$ cat config.mk
export PLATFORM = sky130hd
export DESIGN_NAME = dm_write_arbiter
export DESIGN_NICKNAME = d
export VERILOG_FILES = /design/src/rtl/dm_write_arbiter.sv
export SDC_FILE = /design/constraint.sdc
export NUM_CORES = 1
export LEC_CHECK = 0
export CORE_UTILIZATION = 55
export CTS_CLUSTER_SIZE = 30
export DETAILED_ROUTE_END_ITERATION = 7
export DONT_BUFFER_PORTS = 1
export PLACE_DENSITY = 0.7
export SYNTH_ARGS = -nofsm -noshare
export SYNTH_HDL_FRONTEND = slang
export SYNTH_SLANG_ARGS = --single-unit
export TNS_END_PERCENT = 5
$ cat constraint.sdc
create_clock -name clk -period 4.9 [get_ports clk]
set_input_delay 0.98 -clock clk [delete_from_list [all_inputs] [get_ports clk]]
set_output_delay 0.98 -clock clk [all_outputs]
set_load 0.02 [all_outputs]
$ cat src/rtl/dm_write_arbiter.sv
// dm_write_arbiter
//
// Funnels the data-memory write requests of four cores into one memory write
// port. Every core has a small FIFO holding {addr, data}. A round-robin
// arbiter pops at most one head per cycle and registers it onto the mem_*
// outputs, so simultaneous writes are serialised in a fixed order.
//
// Ports
//   clk        system clock, rising edge
//   rst_n      synchronous active-low reset
//   req_valid  per-core write request (core dm_en)
//   req_addr   core i address at [i*ADDR_W +: ADDR_W]
//   req_data   core i data at [i*DATA_W +: DATA_W]
//   req_ready  per-core FIFO can accept this cycle
//   mem_we     registered write strobe to data memory
//   mem_addr   registered write address
//   mem_data   registered write data
//   mem_core   index of the core whose write is on mem_*
//   overflow   sticky per-core flag: request dropped because the FIFO was full
//   idle       registered: all FIFOs empty and no write in flight
module dm_write_arbiter #(
    parameter int unsigned ADDR_W = 12,
    parameter int unsigned DATA_W = 17,
    parameter int unsigned DEPTH  = 4
) (
    input  logic                  clk,
    input  logic                  rst_n,
    input  logic [3:0]            req_valid,
    input  logic [4*ADDR_W-1:0]   req_addr,
    input  logic [4*DATA_W-1:0]   req_data,
    output logic [3:0]            req_ready,
    output logic                  mem_we,
    output logic [ADDR_W-1:0]     mem_addr,
    output logic [DATA_W-1:0]     mem_data,
    output logic [1:0]            mem_core,
    output logic [3:0]            overflow,
    output logic                  idle
);

    localparam int NCORE   = 4;
    localparam int PTR_W   = $clog2(DEPTH);
    localparam int CNT_W   = PTR_W + 1;
    localparam int ENTRY_W = ADDR_W + DATA_W;

    // Per-core FIFO state
    logic [ENTRY_W-1:0] fifo_mem [NCORE][DEPTH];
    logic [PTR_W-1:0]   wr_ptr_q [NCORE];
    logic [PTR_W-1:0]   rd_ptr_q [NCORE];
    logic [CNT_W-1:0]   count_q  [NCORE];
    logic [CNT_W-1:0]   count_d  [NCORE];
    logic [ENTRY_W-1:0] push_entry [NCORE];

    logic [NCORE-1:0]   push;
    logic [NCORE-1:0]   pop;
    logic [NCORE-1:0]   drop;

    // Arbiter state
    logic [1:0]         rr_ptr_q;
    logic               gnt_valid;
    logic [1:0]         gnt_idx;
    logic [1:0]         cand;
    logic [ENTRY_W-1:0] head_entry;

    // Registered outputs
    logic               mem_we_q;
    logic [ADDR_W-1:0]  mem_addr_q;
    logic [DATA_W-1:0]  mem_data_q;
    logic [1:0]         mem_core_q;
    logic [3:0]         overflow_q;
    logic               idle_q;
    logic               idle_d;

    // ------------------------------------------------------------------
    // Request side: readiness depends only on the current count, so a full
    // FIFO refuses a push even in a cycle where it is also being popped.
    // ------------------------------------------------------------------
    always_comb begin
        for (int i = 0; i < NCORE; i++) begin
            req_ready[i]  = rst_n && (count_q[i] < CNT_W'(DEPTH));
            push[i]       = req_valid[i] && req_ready[i];
            drop[i]       = req_valid[i] && !req_ready[i];
            push_entry[i] = {req_addr[i*ADDR_W +: ADDR_W], req_data[i*DATA_W +: DATA_W]};
        end
    end

    // ------------------------------------------------------------------
    // Round-robin arbiter: scan starting just after the last granted core,
    // ending with the last granted core itself.
    // ------------------------------------------------------------------
    always_comb begin
        gnt_valid = 1'b0;
        gnt_idx   = 2'd0;
        cand      = 2'd0;
        for (int k = 1; k <= NCORE; k++) begin
            cand = rr_ptr_q + 2'(k);
            if (!gnt_valid && (count_q[cand] != '0)) begin
                gnt_valid = 1'b1;
                gnt_idx   = cand;
            end
        end
    end

    always_comb begin
        for (int i = 0; i < NCORE; i++) begin
            pop[i] = gnt_valid && (gnt_idx == 2'(i));
        end
    end

    assign head_entry = fifo_mem[gnt_idx][rd_ptr_q[gnt_idx]];

    // ------------------------------------------------------------------
    // Next-state counts and idle. Idle looks at the post-edge state: every
    // FIFO empty and no write being launched on this edge.
    // ------------------------------------------------------------------
    always_comb begin
        idle_d = !gnt_valid;
        for (int i = 0; i < NCORE; i++) begin
            unique case ({push[i], pop[i]})
                2'b10:   count_d[i] = count_q[i] + CNT_W'(1);
                2'b01:   count_d[i] = count_q[i] - CNT_W'(1);
                default: count_d[i] = count_q[i];
            endcase
            if (count_d[i] != '0) begin
                idle_d = 1'b0;
            end
        end
    end

    // ------------------------------------------------------------------
    // FIFO storage. Not reset: entries are only visible through the
    // pointers/counts, which are.
    // ------------------------------------------------------------------
    always_ff @(posedge clk) begin
        for (int i = 0; i < NCORE; i++) begin
            if (push[i]) begin
                fifo_mem[i][wr_ptr_q[i]] <= push_entry[i];
            end
        end
    end

    // ------------------------------------------------------------------
    // Control state and registered outputs
    // ------------------------------------------------------------------
    always_ff @(posedge clk) begin
        if (!rst_n) begin
            for (int i = 0; i < NCORE; i++) begin
                wr_ptr_q[i] <= '0;
                rd_ptr_q[i] <= '0;
                count_q[i]  <= '0;
            end
            // Pointing at core 3 makes core 0 the first in line.
            rr_ptr_q   <= 2'd3;
            mem_we_q   <= 1'b0;
            mem_addr_q <= '0;
            mem_data_q <= '0;
            mem_core_q <= 2'd0;
            overflow_q <= 4'b0000;
            idle_q     <= 1'b1;
        end else begin
            for (int i = 0; i < NCORE; i++) begin
                if (push[i]) begin
                    wr_ptr_q[i] <= wr_ptr_q[i] + PTR_W'(1);
                end
                if (pop[i]) begin
                    rd_ptr_q[i] <= rd_ptr_q[i] + PTR_W'(1);
                end
                count_q[i] <= count_d[i];
            end
            overflow_q <= overflow_q | drop;
            mem_we_q   <= gnt_valid;
            // Address/data/core hold their last values when nothing is granted.
            if (gnt_valid) begin
                rr_ptr_q   <= gnt_idx;
                mem_addr_q <= head_entry[ENTRY_W-1 -: ADDR_W];
                mem_data_q <= head_entry[DATA_W-1:0];
                mem_core_q <= gnt_idx;
            end
            idle_q <= idle_d;
        end
    end

    assign mem_we   = mem_we_q;
    assign mem_addr = mem_addr_q;
    assign mem_data = mem_data_q;
    assign mem_core = mem_core_q;
    assign overflow = overflow_q;
    assign idle     = idle_q;

endmodule

# After elaboration in Yosys (flattened, before gate mapping)
# Memory sizes are Yosys's and may differ from the RTL's. A register that Yosys moved wholly into a read port is not among the register bits.
# Cells that the tools add are included.
# classes
n_addsub	19
n_lt_le_gt_ge	13
n_eq_ne	11
muxes	71
n_bitwise	18
reduce_logical	40
# op_table
operator	n
116-bit two-way mux	4
29-bit demux with 2-bit select	4
29-bit two-way mux	6
29-bit binary-select mux with 2-bit select	1
1-bit two-way mux	34
2-bit two-way mux	14
3-bit one-hot mux with 2 select lines	4
3-bit nonzero test	8
1-bit logical AND	23
2-bit by 1-bit adder with 2-bit output, second input constant	9
3-bit >= comparator, second input constant	5
2-bit NOT with 3-bit output	5
3-bit by 1-bit adder with 3-bit output, second input constant	4
2-bit equality test, second input constant	6
3-bit by 1-bit less-than comparator with 1-bit output, second input constant	4
3-bit less-than comparator, second input constant	4
3-bit two-way mux	4
1-bit bitwise OR	12
3-bit by 1-bit subtractor with 3-bit output, second input constant	4
2-bit by 1-bit equality test with 1-bit output, second input constant	5
1-bit logical NOT	8
2-bit adder, second input constant	2
4-bit bitwise OR	1
2-bit logical NOT	1
# totals
reg_bits	39
ram_bits	492
input_bits	122
output_inout_bits	41
elab_cells	183
n_memories	4
# mem_list
memory	words	word_bits	rd	rd_ports_with_merged_regs	write_ports	line_no	text
fifo_mem	4	116	1	0	4	46	logic [ENTRY_W-1:0] fifo_mem [NCORE][DEPTH];
count_q	4	3	8	1	4	49	logic [CNT_W-1:0] count_q [NCORE];
rd_ptr_q	4	2	5	0	4	48	logic [PTR_W-1:0] rd_ptr_q [NCORE];
wr_ptr_q	4	2	4	0	4	47	logic [PTR_W-1:0] wr_ptr_q [NCORE];

# Logic depth before layout (Yosys ltp)
# Gate-level depths: netlist of run 1.
# An unclocked memory read counts as a cell.
# logic_depth
ltp_word	22
mapped_depth	18
mapped_depth_nobuf	15

# Worst setup path after synthesis of run 1
# OpenSTA, ideal clock, no wires.
# synth_timing
kind	reg2reg
from	mem count_q[0][2] (netlist name)
to	reg idle_q (netlist: idle)
setup_ns	0.061
arrival_time_ns	3.594
required_ns	4.839
path_slack_ns	1.245
path_stages_with_launch	18
period_less_slack_ns	3.655
path_cell_list	dfxtp_1 > or3_1 > mux4_2 > a32o_1 > nand2b_1 > clkbuf_1 > clkbuf_1 > nor3_1 > ha_1 > inv_1 > fa_1 > xor2_1 > nor2_1 > xnor2_1 > nand3_1 > nor3_1 > nand2_1 > nand2_1
# synth_lines
element	line_no	text
start: declaration	49	
end signal: assignment	178	idle_q <= idle_d;
end: declaration	70	logic idle_q;

==> results of run 1 <==
==> layout make-up <==
class,instances,area [µm²],share of cell area
clock inverters,28,268,0.00925
flip-flops and latches,533,15500,0.534
inverters,24,95.1,0.00328
clock buffers,73,1510,0.0520
well taps,615,769,0.0266
multi-input cells,1425,10200,0.353
repair buffers,61,621,0.0214
==> routing by layer <==
metal	track usage	vias up	share of wire
met2	0.520	1094	0.48
li1	-	8740	-
met5	0	-	0
met1	0.387	10000	0.37
met3	0.0657	223	0.093
met4	0.171	0	0.056
==> through the flow <==
step / setup slack (ns) / cell area (µm²) / util
floorplan: 1.25 / 26600 / -
global placement: 1.09 / 27200 / 0.569
detailed placement: 0.907 / 27200 / 0.569
CTS: 0.912 / 29000 / 0.607
global route: 0.749 / 29000 / 0.607
finish: 0.880 / 29000 / 0.607
==> sequential cells by signal, indices dropped and copies added (netlist names), named ones only <==
| register | flops |
|---|---|
| rr_ptr_q | 2 |
| rd_ptr_q | 8 |
| wr_ptr_q | 8 |
| fifo_mem | 464 |
| mem_addr | 12 |
| mem_we | 1 |
| mem_core | 2 |
| idle | 1 |
| overflow | 4 |
| mem_data | 17 |
| count_q | 12 |
==> final timing paths <==
path                 startpoint      endpoint  slack [ns]  cells past startpoint
setup / recovery  count_q[0][2]  mem_data[15]        0.88                     11
hold reg to reg   count_q[2][2]   overflow[2]        0.57                      2
setup reg to reg  count_q[0][2]  mem_data[15]        0.88                     11
hold / removal            rst_n          idle        0.45                      1
==> kinds of logic after synthesis <==
family,synth area share
adder cells (fa/ha/maj),0.0124
buffers and inverters,0.0363
XOR/XNOR,0.00527
flip-flops,0.582
multiplexers,0.0802
AND/OR/NAND/NOR,0.0864
AO/OA/AOI/OAI,0.198
==> cell usage in the layout (no fill, tap or decap), drive strengths merged, types with 2 or more instances in the layout <==
cell type,instances
a21oi,68
a221o,29
a221oi,59
a22oi,2
a32o,30
a41oi,2
and2,8
and3,80
buf,61
bufinv,5
clkbuf,73
clkinv,20
dfxtp,53
edfxtp,480
fa,4
ha,20
inv,26
mux2i,205
mux4,3
nand2,258
nand2b,7
nand3,35
nor2,25
nor2b,13
nor3,67
o21ai,96
o221ai,261
o22ai,89
o31ai,29
or3,6
xnor2,11
xor2,5
==> worst reg2reg max path: stages (launching register included) <==
cell	delay, ns
dfxtp_1	0.35
or3_1	0.46
mux4_2	0.59
or3_4	0.42
mux2_4	0.33
a2111oi_4	0.34
a31oi_4	0.14
buf_12	0.27
buf_12	0.20
a221o_1	0.30
a32o_1	0.24
o31ai_1	0.27
==> summary.txt, run 1 <==
Status
  • Status: finished clean

Global routing
  • Largest net degree at the start of global routing: 175
  • GRT Residual Overflow: 0
  • First-pass GRT wire length: about 120000 µm
  • Initial antenna violation count: 0
  • Vias in the first global route: just under 20k
  • GR Util All Layers: 0.314

Logic synthesis
  • Ys Warns: 0
  • Post-synthesis sequential area ratio: 0.582
  • Number of synthesized flops with an enable pin: between 400 and 500
  • Syn Nets: roughly 2.3k
  • Yosys cell types: 48
  • Synth top area share: 0.542
  • Async SR Flop Fraction: 0
  • Count leader, synth: edfxtp_1
  • FF+latch count, synth: around 530
  • Top post-synthesis cells by area: edfxtp_1, o221ai_1, mux2i_1, dfxtp_1, nand2_1
  • Avg Cell Area, Syn: ~12 µm²
  • Post-synth top flop: edfxtp_1
  • Synth Instances: between 2k and 2.5k
  • Synthesized cell area: between 20000 and 30000 µm²
  • Top cells by count, synth: edfxtp_1, o221ai_1, nand2_1
  • Largest area contributor in the netlist: edfxtp_1

Timing
  • Min Hold Slack: 0.445 ns
  • Fin. Hold Viols: 0
  • Fmax: roughly 0.25 GHz
  • Fin Clk Skew: 0.0231 ns
  • RSZ-0062 raised after global routing: false
  • Fin crit share: 0.820
  • Post-layout minimum cycle time: about 4 ns
  • Setup violators final: 0
  • Final Max Slew Viols: 0
  • Worst-Margin Slew: around 1.2 ns
  • Worst slew margin: 0.209
  • Setup TNS: 0 ns

Drt
  • Vias per cell: ~7.3
  • # DRC: 0
  • Total Wirelength: approximately 79000 µm
  • DR pass1 iterations: 6
  • 1st-iter DRT viols: approximately 2.1k
  • Routed vias: 20.1k
  • Antenna Violating Nets Remaining: 0
  • Routed len/inst: approximately 29 µm

Floorplanning
  • DIE AREA: slightly below 50000 µm²
  • Die Ht: about 220 µm
  • Die W: approximately 220 µm
  • Initial Util: 0.557
  • Core ar.: approximately 48000 µm²
  • Ports: about 160
  • FP Rows: 80

Worst setup path
  • CP endpoint kind: flop
  • Buffer and inverter count on the worst path: 2
  • CP max stage delay: 0.59 ns
  • Critical path launch point type: flop
  • Crit path DAT: between 4 and 5 ns
  • WP data required: approximately 5.4 ns
  • CP max stage cell: mux4_2
  • Crit path max-delay family: compound AO/OA/AOI/OAI gates
  • Most frequent cell on the critical path: buf_12
  • Critical-path cell list: or3_1 > mux4_2 > or3_4 > mux2_4 > a2111oi_4 > a31oi_4 > buf_12 > buf_12 > a221o_1 > a32o_1 > o31ai_1
  • Critical path type: reg2reg
  • Crit-path max FO: 40

Clocking
  • # H-tree levels: 2
  • Setup bufs post-CTS: 0
  • Clock transition at the registers of the reported paths: around 0.06 ns
  • Worst-Skew Late Latency: 0.62 ns
  • Post-CTS Hold Buffers: 0
  • Root buffer cell: clkbuf_16
  • Maximum clock path buffer count: 3
  • Post-cts gate resize count: 0
  • CTS buffer count: between 50 and 60
  • Clk sink count: around 530
  • CTS tree: done

Cells and area
  • Number of diodes: 0
  • Share of layout cells above drive strength 1: 0.0826
  • Non-Filler Instances: 2759
  • Synthesis-to-finish area growth: 8.85%
  • Filler cell count: between 3k and 4k
  • Nets@finish: about 2.2k

Job
  • Max_cap viols: 0

Place
  • HPWL after detailed placement: approximately 46000 µm
  • Routability cong.: around 0.87
  • Port-buffer cells: 0
  • DP Cell Count: approximately 2.7k

Worst hold path
  • Hold Crit Class: in2reg
Power of run 1 is left out: the tool's default activity adds up to more than one toggle a clock period on the data nets, which glitch-free logic cannot reach.
==> inputs of run 2 (changes only) <==
--- a/config.mk
+++ b/config.mk
@@ -9,7 +9,7 @@
 export CTS_CLUSTER_SIZE = 30
 export DETAILED_ROUTE_END_ITERATION = 7
 export DONT_BUFFER_PORTS = 1
-export PLACE_DENSITY = 0.7
+export PLACE_DENSITY = 0.73
 export SYNTH_ARGS = -nofsm -noshare
 export SYNTH_HDL_FRONTEND = slang
 export SYNTH_SLANG_ARGS = --single-unit
==> constraint.sdc (replaced) <==
create_clock -name clk -period 3.5 [get_ports clk]
set_input_delay 0.7 -clock clk [delete_from_list [all_inputs] [get_ports clk]]
set_output_delay 0.7 -clock clk [all_outputs]
set_load 0.02 [all_outputs]
==> run 2 against run 1 <==
Against the previous run: the flow now finishes with violations (negative setup slack); sequential share of layout area down 1.8 points; worst setup slack worse by 0.99 ns; global-route usage up 0.99 points; register-to-register slack worse by 0.99 ns; routed wire length up 3.0%; worst hold slack worse by 0.28 ns; die area unchanged; non-clock buffer count up 83; critical path type unchanged; largest cell class unchanged.
==> summary.txt, run 2 (synthesized netlist as in run 1, its figures left out) <==
Worst setup path
  • Flop2flop setup slack: -0.11 ns (-0.99 ns)
  • WP data required: 3.98 ns (-1.44 ns)
  • Crit path max-delay family: multiplexers
  • Crit path DAT: 4.09 ns (-0.45 ns)
  • Critical-path cell list: or3_4 > mux4_4 > buf_4 > nor3_1 > mux2_4 > a2111oi_4 > a31oi_4 > buf_12 > buf_16 > mux2i_1 > a32o_1 > o31ai_1
  • Buffer and inverter count on the worst path: 3 (+1)
  • CP max stage cell: mux4_4
  • Critical path type: reg2reg
  • CP max stage delay: 0.65 ns (+0.06 ns)
  • Crit-path max FO: 23 (-43%)
  • CP endpoint kind: flop
  • Critical path launch point type: flop

Drt
  • Routed len/inst: 28.6 µm (about the same)
  • DR pass1 iterations: 6 (unchanged)
  • 1st-iter DRT viols: 2661 (+25%)
  • Total Wirelength: 81400 µm (+3.0%)
  • # DRC: 0 (unchanged)
  • Vias per cell: 7.25 (-0.38%)
  • Routed vias: 20.6k (+2.7%)
  • Antenna Violating Nets Remaining: 0 (unchanged)

Timing
  • Worst-Margin Slew: 1.35 ns (+0.159 ns)
  • Fin Clk Skew: 0.0226 ns (-0.000486 ns)
  • Post-layout minimum cycle time: 3.61 ns (-0.409 ns)
  • Fin. Hold Viols: 0 (unchanged)
  • Fmax: 0.277 GHz (+11%)
  • Setup violators final: 13 (+13)
  • RSZ-0062 raised after global routing: true
  • Fin crit share: 1.03 (+0.211)
  • Final Max Slew Viols: 0 (unchanged)
  • Min Hold Slack: 0.167 ns (-0.278 ns)
  • Final worst slack: -0.111 ns (-0.991 ns)
  • Worst slew margin: 0.103 (-0.106)

Clocking
  • Clock transition at the registers of the reported paths: 0.06 ns (about the same)
  • Clk sink count: 533 (unchanged)
  • Worst-Skew Late Latency: 0.61 ns (about the same)
  • CTS buffer count: 56 (unchanged)
  • Post-CTS Hold Buffers: 0 (unchanged)
  • CTS tree: done
  • Maximum clock path buffer count: 3 (unchanged)
  • # H-tree levels: 2 (unchanged)
  • Root buffer cell: clkbuf_16

Place
  • HPWL after detailed placement: 47800 µm (+3.2%)
  • DP Cell Count: 2737 (+3.0%)
  • Port-buffer cells: 0 (unchanged)
  • Routability cong.: 0.874 (+0.28%)

Cells and area
  • Number of diodes: 0 (unchanged)
  • Share of layout cells above drive strength 1: 0.130 (+0.0472)
  • Non-Filler Instances: 2843 (+3.0%)
  • Commonest non-fill, non-tap cell in the layout: edfxtp_1
  • Most frequent cells in the layout: edfxtp_1, o221ai_1, nand2_1
  • Largest register FFs: 464 (unchanged)
  • Synthesis-to-finish area growth: 12.6%
  • Nets@finish: 2330 (+3.7%)

Floorplanning
  • Die W: 222 µm (unchanged)
  • Core ar.: 47700 µm² (unchanged)
  • Die Ht: 222 µm (unchanged)
  • FP Rows: 80 (unchanged)
  • DIE AREA: 49300 µm² (unchanged)
  • Initial Util: 0.557 (unchanged)
  • Ports: 163 (unchanged)

Global routing
  • GR Util All Layers: 0.324 (+0.00990)
  • First-pass GRT wire length: 122000 µm (+3.2%)
  • Vias in the first global route: 20.5k (+4.5%)
  • Largest net degree at the start of global routing: 264 (+51%)
  • Initial antenna violation count: 2 (+2)
  • GRT Residual Overflow: 0 (unchanged)

Status
  • Failing checks: negative setup slack
  • Status: complete, but fails checks

Worst hold path
  • Hold Crit Class: in2reg

Job
  • Max_cap viols: 0 (unchanged)
run 2: changes by cell type in the layout (fill, tap and decap cells not counted), sizes merged:
| cell | change |
|---|---|
| buf | +82 |
| clkinvlp | +4 |
| inv | -2 |
| bufinv | -1 |
| clkbuf | +1 |
run 2: timing repair:
action,4_1_cts,5_1_grt
gates cloned,1,1
endpoints found under the setup margin,16,30
resized for setup,16,24
setup buffers,1,1
pin swaps,3,3
run 2: layout make-up:
type                       instances  area (µm²)
fill                            3535       17800
sequential                       533       15500
multi-input combinational       1425       10400
clock buffer                      73        1520
timing repair buffer             144        1470
tap                              615         769
clock inverter                    29         243
inverter                          24        95.1
run 2: routing by layer:
| metal | part of all wire | track usage | vias up |
|---|---|---|---|
| met1 | 0.36 | 0.395 | 10300 |
| met5 | 0 | 0 | - |
| met3 | 0.096 | 0.0762 | 251 |
| met2 | 0.48 | 0.522 | 1200 |
| met4 | 0.064 | 0.204 | 0 |
| li1 | - | - | 8891 |
run 2: worst register-to-register path, cell delays in order (launching register included):
cell and delay, ns:
dfxtp_1 0.31, or3_4 0.42, mux4_4 0.65, buf_4 0.19, nor3_1 0.13, mux2_4 0.19, a2111oi_4 0.04, a31oi_4 0.39
buf_12 0.18, buf_16 0.19, mux2i_1 0.54, a32o_1 0.20, o31ai_1 0.07
run 2: metrics by stage:
step,setup slack [ns],area [µm²],util,setup TNS (ns)
final,-0.111,30000,0.628,-0.392
after CTS,-0.00531,29800,0.624,-0.00531
after global routing,-0.172,30000,0.628,-3.37
after detailed placement,-0.163,27900,0.585,-0.697
after floorplan,0.000246,26600,-,0
after global placement,-0.107,27900,0.585,-0.230
run 2: final timing paths:
check | from | endpoint | cells after the start
hold reg to reg | mem_data[13] | mem_data[13] | 2
setup reg to reg | count_q[2][1] | mem_addr[0] | 12
hold / removal | rst_n | idle | 1
setup / recovery | count_q[2][1] | mem_addr[0] | 12
Power of run 2 is left out for the same reason.
